--- src/rtl/mem_arbiter_pkg.sv ---
// Shared definitions for the two-port memory arbiter: FSM state encodings and
// the default memory depth.
package mem_arbiter_pkg;

    typedef enum logic [1:0] {
        ST_IDLE   = 2'd0,
        ST_SETUP  = 2'd1,
        ST_ACCESS = 2'd2,
        ST_DONE   = 2'd3
    } arb_state_t;

    localparam int MEM_DEPTH_DEFAULT = 101;

endpackage

--- src/rtl/mem_arbiter_rr_arb2.sv ---
// Two-way round-robin arbiter, purely combinational. The caller owns the
// last_grant register (0 = master 0 won last, 1 = master 1 won last).
module rr_arb2 (
    input  logic [1:0] req,
    input  logic       last_grant,
    output logic [1:0] grant
);

    // Lone requester wins; on a tie the master that did not win last time goes
    always_comb begin
        grant = 2'b00;
        case (req)
            2'b01:   grant = 2'b01;
            2'b10:   grant = 2'b10;
            2'b11:   grant = last_grant ? 2'b01 : 2'b10;
            default: grant = 2'b00;
        endcase
    end

endmodule

--- src/rtl/mem_arbiter.sv ---
// Two-master arbiter and SETUP/ACCESS sequencer for the single-port data memory.
// Optional MEM_ARB_ADDR_CHECK_EN: out-of-range addresses complete at once with err=1.
module mem_arbiter
    import mem_arbiter_pkg::*;
#(
    parameter int ADDR_W    = 32,
    parameter int DATA_W    = 32,
    parameter int MEM_DEPTH = MEM_DEPTH_DEFAULT
) (
    input  logic              clk,
    input  logic              rst_n,
    input  logic              m0_req,
    input  logic              m0_we,
    input  logic [ADDR_W-1:0] m0_addr,
    input  logic [DATA_W-1:0] m0_wdata,
    output logic              m0_ack,
    output logic [DATA_W-1:0] m0_rdata,
    output logic              m0_err,
    input  logic              m1_req,
    input  logic              m1_we,
    input  logic [ADDR_W-1:0] m1_addr,
    input  logic [DATA_W-1:0] m1_wdata,
    output logic              m1_ack,
    output logic [DATA_W-1:0] m1_rdata,
    output logic              m1_err,
    output logic [ADDR_W-1:0] mem_paddr,
    output logic              mem_we,
    output logic              mem_penable,
    output logic [DATA_W-1:0] mem_wdata,
    input  logic [DATA_W-1:0] mem_rdata
);

    if (MEM_DEPTH < 1) begin : g_bad_depth
        $error("mem_arbiter: MEM_DEPTH must be at least 1");
    end

    arb_state_t        state_r, state_s;
    logic              last_grant_r, last_grant_s;
    logic              win_r, win_s;
    logic [1:0]        grant_s;
    logic [ADDR_W-1:0] sel_addr_s, paddr_r, paddr_s;
    logic              sel_we_s, we_r, we_s;
    logic [DATA_W-1:0] sel_wdata_s, wdata_r, wdata_s;
    logic              penable_r, penable_s;
    logic [1:0]        ack_r, ack_s;
    logic [1:0]        err_r, err_s;
    logic [1:0]        pass_r, pass_s;
    logic [DATA_W-1:0] rdata0_r, rdata1_r;
    logic              addr_bad_s;

    rr_arb2 u_rr_arb2 (
        .req        ({m1_req, m0_req}),
        .last_grant (last_grant_r),
        .grant      (grant_s)
    );

    assign sel_addr_s  = grant_s[1] ? m1_addr  : m0_addr;
    assign sel_we_s    = grant_s[1] ? m1_we    : m0_we;
    assign sel_wdata_s = grant_s[1] ? m1_wdata : m0_wdata;

`ifdef MEM_ARB_ADDR_CHECK_EN
    assign addr_bad_s = (sel_addr_s >= ADDR_W'(MEM_DEPTH));
`else
    assign addr_bad_s = 1'b0;
`endif

    // Next-state and next-output decode; every output is registered from these
    always_comb begin
        state_s      = state_r;
        last_grant_s = last_grant_r;
        win_s        = win_r;
        paddr_s      = paddr_r;
        we_s         = we_r;
        wdata_s      = wdata_r;
        penable_s    = 1'b0;
        ack_s        = 2'b00;
        err_s        = 2'b00;
        pass_s       = 2'b00;
        case (state_r)
            ST_IDLE: begin
                if (grant_s != 2'b00) begin
                    win_s        = grant_s[1];
                    last_grant_s = grant_s[1];
                    if (addr_bad_s) begin
                        state_s = ST_DONE;
                        ack_s   = grant_s;
                        err_s   = grant_s;
                    end else begin
                        state_s = ST_SETUP;
                        paddr_s = sel_addr_s;
                        we_s    = sel_we_s;
                        wdata_s = sel_wdata_s;
                    end
                end else begin
                    state_s = ST_IDLE;
                end
            end
            ST_SETUP: begin
                state_s   = ST_ACCESS;
                penable_s = 1'b1;
            end
            ST_ACCESS: begin
                state_s = ST_DONE;
                we_s    = 1'b0;
                ack_s   = win_r ? 2'b10 : 2'b01;
                // read data arrives from the memory register during DONE
                pass_s  = we_r ? 2'b00 : (win_r ? 2'b10 : 2'b01);
            end
            ST_DONE: begin
                state_s = ST_IDLE;
            end
            default: begin
                state_s = ST_IDLE;
            end
        endcase
    end

    // FSM state and arbitration history
    always_ff @(posedge clk or negedge rst_n) begin
        if (!rst_n) begin
            state_r      <= ST_IDLE;
            last_grant_r <= 1'b1;
            win_r        <= 1'b0;
        end else begin
            state_r      <= state_s;
            last_grant_r <= last_grant_s;
            win_r        <= win_s;
        end
    end

    // Registered memory-side and handshake outputs
    always_ff @(posedge clk or negedge rst_n) begin
        if (!rst_n) begin
            paddr_r   <= '0;
            we_r      <= 1'b0;
            wdata_r   <= '0;
            penable_r <= 1'b0;
            ack_r     <= 2'b00;
            err_r     <= 2'b00;
            pass_r    <= 2'b00;
        end else begin
            paddr_r   <= paddr_s;
            we_r      <= we_s;
            wdata_r   <= wdata_s;
            penable_r <= penable_s;
            ack_r     <= ack_s;
            err_r     <= err_s;
            pass_r    <= pass_s;
        end
    end

    // Per-master read data holding registers, captured at the end of DONE
    always_ff @(posedge clk or negedge rst_n) begin
        if (!rst_n) begin
            rdata0_r <= '0;
            rdata1_r <= '0;
        end else begin
            rdata0_r <= pass_r[0] ? mem_rdata : rdata0_r;
            rdata1_r <= pass_r[1] ? mem_rdata : rdata1_r;
        end
    end

    assign mem_paddr   = paddr_r;
    assign mem_we      = we_r;
    assign mem_wdata   = wdata_r;
    assign mem_penable = penable_r;
    assign m0_ack      = ack_r[0];
    assign m1_ack      = ack_r[1];
    assign m0_err      = err_r[0];
    assign m1_err      = err_r[1];
    assign m0_rdata    = pass_r[0] ? mem_rdata : rdata0_r;
    assign m1_rdata    = pass_r[1] ? mem_rdata : rdata1_r;

endmodule
--- config.mk ---
export PLATFORM = sky130hd
export DESIGN_NAME = mem_arbiter
export DESIGN_NICKNAME = d
export VERILOG_FILES = /design/src/rtl/mem_arbiter_pkg.sv /design/src/rtl/mem_arbiter_rr_arb2.sv /design/src/rtl/mem_arbiter.sv
export SDC_FILE = /design/constraint.sdc
export NUM_CORES = 1
export LEC_CHECK = 0
export CAP_MARGIN = 15
export CORE_ASPECT_RATIO = 0.5
export CORE_MARGIN = 2
export CORE_UTILIZATION = 44
export CTS_BUF_LIST = sky130_fd_sc_hd__clkbuf_2 sky130_fd_sc_hd__clkbuf_4 sky130_fd_sc_hd__clkbuf_8
export CTS_CLUSTER_DIAMETER = 60
export DETAILED_ROUTE_END_ITERATION = 16
export PLACE_DENSITY = 0.92
export SYNTH_ARGS = -nofsm -noshare
export SYNTH_HDL_FRONTEND = slang
export SYNTH_SLANG_ARGS = --single-unit
--- constraint.sdc ---
create_clock -name clk -period 3.09 [get_ports clk]
set_input_delay 0.309 -clock clk [delete_from_list [all_inputs] [get_ports clk]]
set_output_delay 0.309 -clock clk [all_outputs]
set_load 0.01 [all_outputs]
# Word-level counts from Yosys, hierarchy flattened
# Index checks and enable logic that the tools add are counted.
op_classes:
  eq_ne: 7
  mux: 16
  reduce_logical: 5
ops:
  columns: ["cell", "count"]
  rows:
  - ["32-bit 2-to-1 mux", 4]
  - ["2-bit 2-to-1 mux", 5]
  - ["2-bit == test, second input constant", 4]
  - ["2-bit one-hot mux with 4 select lines", 1]
  - ["2-bit one-hot mux with 3 select lines", 1]
  - ["2-bit by 1-bit == test with 1-bit output, second input constant", 2]
  - ["1-bit 2-to-1 mux", 4]
  - ["2-bit AND reduction", 2]
  - ["2-bit nonzero test", 2]
  - ["2-bit zero test", 1]
  - ["2-bit != test, second input constant", 1]
  - ["1-bit one-hot mux with 2 select lines", 1]
word_totals:
  ff_bits: 138
  inputBits: 166

# Logic depth before layout (Yosys ltp)
# Gate-level depths: netlist (run 1).
logic_depth:
  depth_word: 5
  depth_mapped: 7
  mapped_depth_nobuf: 5

# Modules after synthesis
# From an unflattened synthesis (run 1), not the netlist that was laid out.
unflattened:
  hier_cells: 451
  area_unflattened_um2: 5735.5
by_module_without_submodules:
  columns: ["module", "n_inst", "cells_per_inst", "area_each_um2", "seq_area_each_um2"]
  rows:
  - ["mem_arbiter", 1, 448, 5716.7, 3454.6]
  - ["rr_arb2", 1, 3, 18.8, 0.0]

# Least setup slack after synthesis (run 1)
# No wires, ideal clock.
synth_path:
  path_kind: "flip-flop to flip-flop"
  start: "reg last_grant_r"
  end: "reg paddr_r[16], in the netlist mem_paddr[16]"
  arrival_time_ns: 1.286
  required_time_ns: 2.958
  slack_ns: 1.672
  stages_incl_launch_ff: 7
  path_buffers: 3
  cell_sequence: "dfstp_2 > a21bo_1 > clkbuf_2 > buf_6 > buf_6 > mux2i_1 > o21ai_1"
synth_via:
  elab_chain_len: 4
synth_lines:
  columns: ["item", "line_no", "rtl"]
  rows:
  - ["from (decl)", "mem_arbiter.sv:38", "logic last_grant_r, last_grant_s;"]
  - ["from (signal assigned)", "mem_arbiter.sv:126", "last_grant_r <= last_grant_s;"]
  - ["2-bit 2-to-1 mux (*)", "mem_arbiter_rr_arb2.sv:15", "2'b11: grant = last_grant ? 2'b01 : 2'b10;"]
  - ["2-bit one-hot mux with 3 select lines (*)", "mem_arbiter_rr_arb2.sv:12", "case (req)"]
  - ["2-bit nonzero test", "mem_arbiter.sv:81", "if (grant_s != 2'b00) begin"]
  - ["2-bit AND reduction (no source line)", null, null]
  - ["to (signal assigned)", "mem_arbiter.sv:142", "paddr_r <= paddr_s;"]
  - ["to (decl)", "mem_arbiter.sv:41", "logic [ADDR_W-1:0] sel_addr_s, paddr_r, paddr_s;"]
# Every way passes the cells marked *; elsewhere a longest branch is shown, timed or not.
# A chain may end at the register's enable or synchronous reset.

# Worst setup path after layout (run 1)
layout_path:
  start: "reg pass_r[0]"
  end: "out m0_rdata[18]"
layout_via:
  elab_chain_len: 1
layout_lines:
  columns: ["item", "line_no", "rtl"]
  rows:
  - ["from (decl)", "mem_arbiter.sv:47", "logic [1:0] pass_r, pass_s;"]
  - ["from (signal assigned)", "mem_arbiter.sv:148", "pass_r <= pass_s;"]
  - ["32-bit 2-to-1 mux", "mem_arbiter.sv:171", "assign m0_rdata = pass_r[0] ? mem_rdata : rdata0_r;"]
  - ["to (decl)", "mem_arbiter.sv:17", "output logic [DATA_W-1:0] m0_rdata,"]
# Every way passes these cells.

==> results.toml, run 1 <==
[floorplan]
fp.dieH_microns = 84.5
initial_core_util_pct = 45.0
coreArea_sq_um = 12700
io_pins = 300
rows = 29
die_w_microns = 165
die-area_sq_um = 13900

[outcome]
status = "finished, final reports clean"

[worst_hold_path]
hold_end = "pass_r[0]"
hp-class = "flip-flop to flip-flop"
min_path_cells = 1
min_from = "mem_we"

[clock_tree]
cts_buffer_depth = 2
cts_tree = "yes"
post_cts_buffers = 0
clkTransAtPathRegs_ns = 0.08
cts_made_buffers = 17
clock-sinks = 138
htreeDepth = 4
root_buffer = "clkbuf_8"
insertion_delay_ns = 0.42

[synth]
yosysUniqueCellTypes = 24
synth.ff_latch_count = 138
postSynthAreaPerCell_sq_um = 12.7
syn_inst = 448
seq_area_frac_synth_pct = 60.6
syn_area_sq_um = 5700
yosys_warnings = 0

[critical_path]
r2r_start = "last_grant_r"
worstPathCellList = "buf_4, mux2_2, clkdlybuf4s50_1"
rr_endpoint = "mem_paddr[30]"
worstSetupPathType = "flip-flop to primary output"
cp_num_buf_inv = 2
cpLargestDelayFamily = "buffers and inverters"
slowest_stage = "clkdlybuf4s50_1"
cp.arrival_ns = 2.06
r2r_cells = 4
cp-start-kind = "flip-flop"
required_ns = 2.78
cp_max_fo = 32
cpPeakStageDelay_ns = 0.49
r2r_setup_slack_ns = 1.27
end_kind = "primary output"

[detailed_routing]
wl_met1_mm = 6.19
via_count = 4467
wl_met3_microns = 740
wl_mm = 16.1
wl_per_cell_microns = 17.4
ant_nets = 0
viasPerCell = 4.83
top_layer = "met4"
drt-initial-drc-count = 221
wl_met2_mm = 8.57
drt_pre_antenna_iters = 4
drc = 0

[job]
cap_viol_max_count = 0

[power_and_ir_drop]
total_power_w = 0.00928
power_frac_comb_pct = 51.0
p_clk_share_pct = 16.0
p_sw_w = 0.00316
power.internal_w = 0.00612
ir_worst_vdd_uv = 547
power_density_nw_per_um2 = 1000
sequentialPowerShare_pct = 33.0
p_leak_nw = 4.12
swShare_pct = 34.0

[final_layout]
fill_cells = 900
synthToLayoutAreaGrowth_pct = 61.9
diodes = 0
fin_nets = 911
final_util_pct = 72.9
drive_gt1_share_pct = 13.8
stdcell_count = 925

[global_routing]
grt_pass1_vias = 4814
grt_start_max_net_pins = 83
antenna_found_initial = 0
grt_pass1_wl_mm = 24.7
grt_overflow_total = 0
grt_util_all_layers_pct = 23.3

[sta]
final_max_slew_viol_count = 0
slew_headroom_pct = 50.6
finalSetupViolCount = 0
worst_clock_skew_ns = 0.0133
holdWs_ns = 0.474
rsz0062_at_grt = "no"
fmax_mhz = 422
finalSetupTns_ns = 0
fin_crit_sh_pct = 76.6
finalCriticalPeriod_ns = 2.37
finalHoldViolCount = 0
worstMarginPinSlew_ns = 0.741

[placement]
dp_cells = 892
hpwl_mm = 12.1
portBuffers = 297
gp_congestion = 0.860
metrics by stage:
step	area (sq um)	setup slack [ns]
6_report	9230	0.722
5_1_grt	9230	0.607
4_1_cts	9230	0.678
3_5_place_dp	8820	0.892
3_3_place_gp	8820	0.962
2_1_floorplan	5710	1.67
Yosys cell counts:
master	n	area (sq um)
a21bo_1	1	10.0
a21oi_1	1	5.00
a31oi_1	1	6.26
and2_1	2	12.5
buf_2	8	40.0
buf_4	4	30.0
buf_6	5	56.3
clkbuf_1	14	52.6
clkbuf_2	1	5.00
conb_1	1	3.75
dfrtp_1	137	3430
dfstp_2	1	26.3
ha_1	3	37.5
inv_1	5	18.8
mux2_1	4	45.0
mux2_2	60	676
mux2i_1	65	651
nand2_1	65	244
nor2_1	1	3.75
nor3_1	1	5.00
o21ai_0	27	135
o21ai_1	39	195
o21ai_2	1	8.76
o32ai_1	1	8.76
worst register-to-register path, cell delays in order (launching register included):
cell	delay, ns
dfstp_2	0.56
a21bo_4	0.47
buf_4	0.34
mux2i_1	0.25
o21ai_1	0.09
flip-flops by register name, indices dropped and copies added, names as in the netlist:
signal,cells
mem_penable,1
last_grant_r,1
pass_r,2
state_r,2
rdata1_r,32
mem_wdata,32
ack_r,2
mem_we,1
rdata0_r,32
mem_paddr,32
win_r,1
cell usage in the layout (no fill, tap or decap), drive strengths merged:
master / count
a21bo: 1
a21oi: 1
a31oi: 1
and2: 2
buf: 9
bufinv: 2
clkbuf: 18
clkdlybuf4s50: 296
clkinv: 5
clkinvlp: 1
conb: 2
dfrtp: 137
dfstp: 1
dlygate4sd3: 1
ha: 3
inv: 11
mux2: 64
mux2i: 65
nand2: 65
nor2: 1
nor3: 1
o21ai: 67
o32ai: 1
cell families after synthesis:
kind of cell | after synthesis | synth area share (%)
flip-flops | 138 | 60.6
adder cells (fa/ha/maj) | 3 | 0.658
other | 1 | 0.0657
buffers and inverters | 37 | 3.55
multiplexers | 129 | 24.0
AND/OR/NAND/NOR | 69 | 4.65
AO/OA/AOI/OAI | 71 | 6.47
what timing repair did:
item	4_1_cts	5_1_grt
gates resized for setup	0	0
hold buffers	1	0
endpoints found under the hold margin	81	0
routing by layer:
layer | track usage [%] | vias up
li1 | - | 2122
met1 | 26.3 | 2145
met2 | 42.2 | 156
met3 | 5.09 | 44
met4 | 10.8 | 0
met5 | 0 | -
layout make-up:
| type | instances | area, sq um | share of cell area [%] |
|---|---|---|---|
| inverters | 5 | 18.8 | 0.203 |
| well taps | 170 | 213 | 2.30 |
| clock buffers | 18 | 241 | 2.62 |
| multi-input cells | 274 | 2060 | 22.4 |
| clock inverters | 14 | 160 | 1.73 |
| flip-flops and latches | 138 | 3450 | 37.4 |
| repair buffers | 306 | 3080 | 33.4 |
worst max path at each step:
stage | startpoint | endpoint | depth (start not counted)
floorplan | last_grant_r | mem_paddr[16] | 6
global placement | m0_req | mem_paddr[24] | 5
detailed placement | m0_req | mem_paddr[30] | 5
CTS | pass_r[0] | m0_rdata[2] | 3
global route | pass_r[0] | m0_rdata[12] | 3
finish | pass_r[0] | m0_rdata[18] | 3
power groups by stage:
stage / Sequential (W) / Combinational (W) / Clock [W]
after floorplan: 0.00324 / 0.00195 / 0
after global placement: 0.00305 / 0.00463 / 0
after detailed placement: 0.00310 / 0.00476 / 0
after CTS: 0.00307 / 0.00478 / 0.00152
after global routing: 0.00316 / 0.00505 / 0.00160
final: 0.00306 / 0.00473 / 0.00148
No activity file was read; power rests on OpenSTA's default activity.
==> inputs of run 2 (changes only) <==
Settings changed: CORE_UTILIZATION 44 to 41, PLACE_DENSITY 0.92 to 0.87.
Clock period 3.09 ns to 2.4 ns, I/O delays scaled along.
==> results.toml, run 2 (synthesized netlist as in run 1, its figures left out) <==
[outcome]
status = "finished, final reports clean"

[power_and_ir_drop]
ir_worst_vdd_uv = 584
power_density_nw_per_um2 = 1300
p_leak_nw = 4.15
total_power_w = 0.0121

[sta]
fmax_mhz = 457
finalSetupTns_ns = 0
finalHoldViolCount = 0
fin_crit_sh_pct = 91.1
worstMarginPinSlew_ns = 0.504
fin_ws_ns = 0.214
final_max_slew_viol_count = 0
finalCriticalPeriod_ns = 2.19
finalSetupViolCount = 0
rsz0062_at_grt = "no"
slew_headroom_pct = 66.4
worst_clock_skew_ns = 0.0155

[floorplan]
fp.dieH_microns = 87.4
initial_core_util_pct = 42.1
die_w_microns = 171
rows = 30
die-area_sq_um = 14900
coreArea_sq_um = 13600
io_pins = 300

[global_routing]
use_met3_pct = 4.59
grtUsageMet1_pct = 24.5
grt_util_all_layers_pct = 22.0
grt.met2_usage_pct = 42.1
antenna_found_initial = 0
grt_pass1_wl_mm = 25.1
grt_overflow_total = 0
grt.busiest_layer = "met2"
grt_start_max_net_pins = 75
grt_pass1_vias = 4769

[detailed_routing]
wl_mm = 16.0
wl_per_cell_microns = 16.9
drt-initial-drc-count = 187
drt_pre_antenna_iters = 6
ant_nets = 0
drc = 0
viasPerCell = 4.66
via_count = 4424

[final_layout]
final_util_pct = 68.9
fill_cells = 993
drive_gt1_share_pct = 14.1
fin_nets = 914
diodes = 0
mostFrequentLayoutCells = "296 x clkdlybuf4s50_1, 137 x dfrtp_1, 65 x mux2i_1, 65 x nand2_1, 60 x mux2_2"
final_common_cell = "clkdlybuf4s50_1"
synthToLayoutAreaGrowth_pct = 63.7
stdcell_count = 950

[critical_path]
cp_num_buf_inv = 2
worstSetupPathType = "flip-flop to primary output"
worstPathCellList = "buf_4, mux2_2, clkdlybuf4s50_1"
required_ns = 2.16
slowest_stage = "clkdlybuf4s50_1"
cpLargestDelayFamily = "buffers and inverters"
cpPeakStageDelay_ns = 0.51
cp.arrival_ns = 1.95
end_kind = "primary output"
cp-start-kind = "flip-flop"
cp_max_fo = 19

[clock_tree]
insertion_delay_ns = 0.42
cts_buffer_depth = 2
htreeDepth = 4
clock-sinks = 138
cts_made_buffers = 17
cts_tree = "yes"
clkTransAtPathRegs_ns = 0.09
root_buffer = "clkbuf_8"

[placement]
portBuffers = 297
place_ws_ns = 0.498
dp_cells = 917
hpwl_mm = 12.1
gp_congestion = 0.832

[job]
cap_viol_max_count = 0

[worst_hold_path]
hp-class = "primary input to async pin"
[run 2: cell types whose count changed in the layout (fill, tap and decap cells not counted)]
cell        change
clkinv_4        -3
buf_4           +2
bufinv_16       +2
inv_6           -2
buf_12          +1
clkbuf_8        +1
clkinv_2        +1
clkinvlp_4      +1
[run 2: worst paths after layout]
check | start | end | slack [ns] | cells after the start
worst max-delay path | pass_r[0] | m0_rdata[5] | 0.21 | 3
worst min-delay path | rst_n | rdata0_r[12] | 0.35 | 2
worst max register to register | last_grant_r | mem_paddr[29] | 0.82 | 4
worst min register to register | mem_we | pass_r[0] | 0.47 | 1
max in group asynchronous | rst_n | last_grant_r | 1.26 | 3
min in group clk | m1_wdata[27] | mem_wdata[27] | 0.44 | 3
[run 2: report_power, final]
group          internal (W)  total, W  switching, W
sequential          0.00349   0.00394      0.000452
clock               0.00119   0.00211      0.000923
combinational       0.00345   0.00609       0.00264
total               0.00812    0.0121       0.00401
[run 2: timing repair]
item,in CTS,in global routing
hold buffers,1,0
gates resized for setup,0,0
endpoints found under the setup margin,0,0
setup buffers,0,0
hold endpoints to repair,51,0
[run 2: area by class of cell]
| cell class | count | area (sq um) | area share [%] |
|---|---|---|---|
| Sequential cell | 138 | 3450 | 37.0 |
| Clock inverter | 13 | 189 | 2.02 |
| Timing Repair Buffer | 309 | 3120 | 33.4 |
| Multi-Input combinational cell | 274 | 2060 | 22.1 |
| Inverter | 5 | 18.8 | 0.201 |
| Clock buffer | 19 | 255 | 2.73 |
| Tap cell | 192 | 240 | 2.57 |
[run 2: layer usage]
layer | wire, microns | vias up
li1 | - | 2126
met1 | 6240 | 2144
met2 | 8720 | 126
met3 | 703 | 28
met4 | 367 | 0
met5 | 0 | -
[run 2: per-stage QoR]
stage | hold slack (ns) | cell area (sq um)
3_3_place_gp | 0.218 | 8880
6_report | 0.348 | 9340
3_5_place_dp | 0.226 | 8880
4_1_cts | 0.325 | 9340
5_1_grt | 0.382 | 9340
2_1_floorplan | -0.0556 | 5710
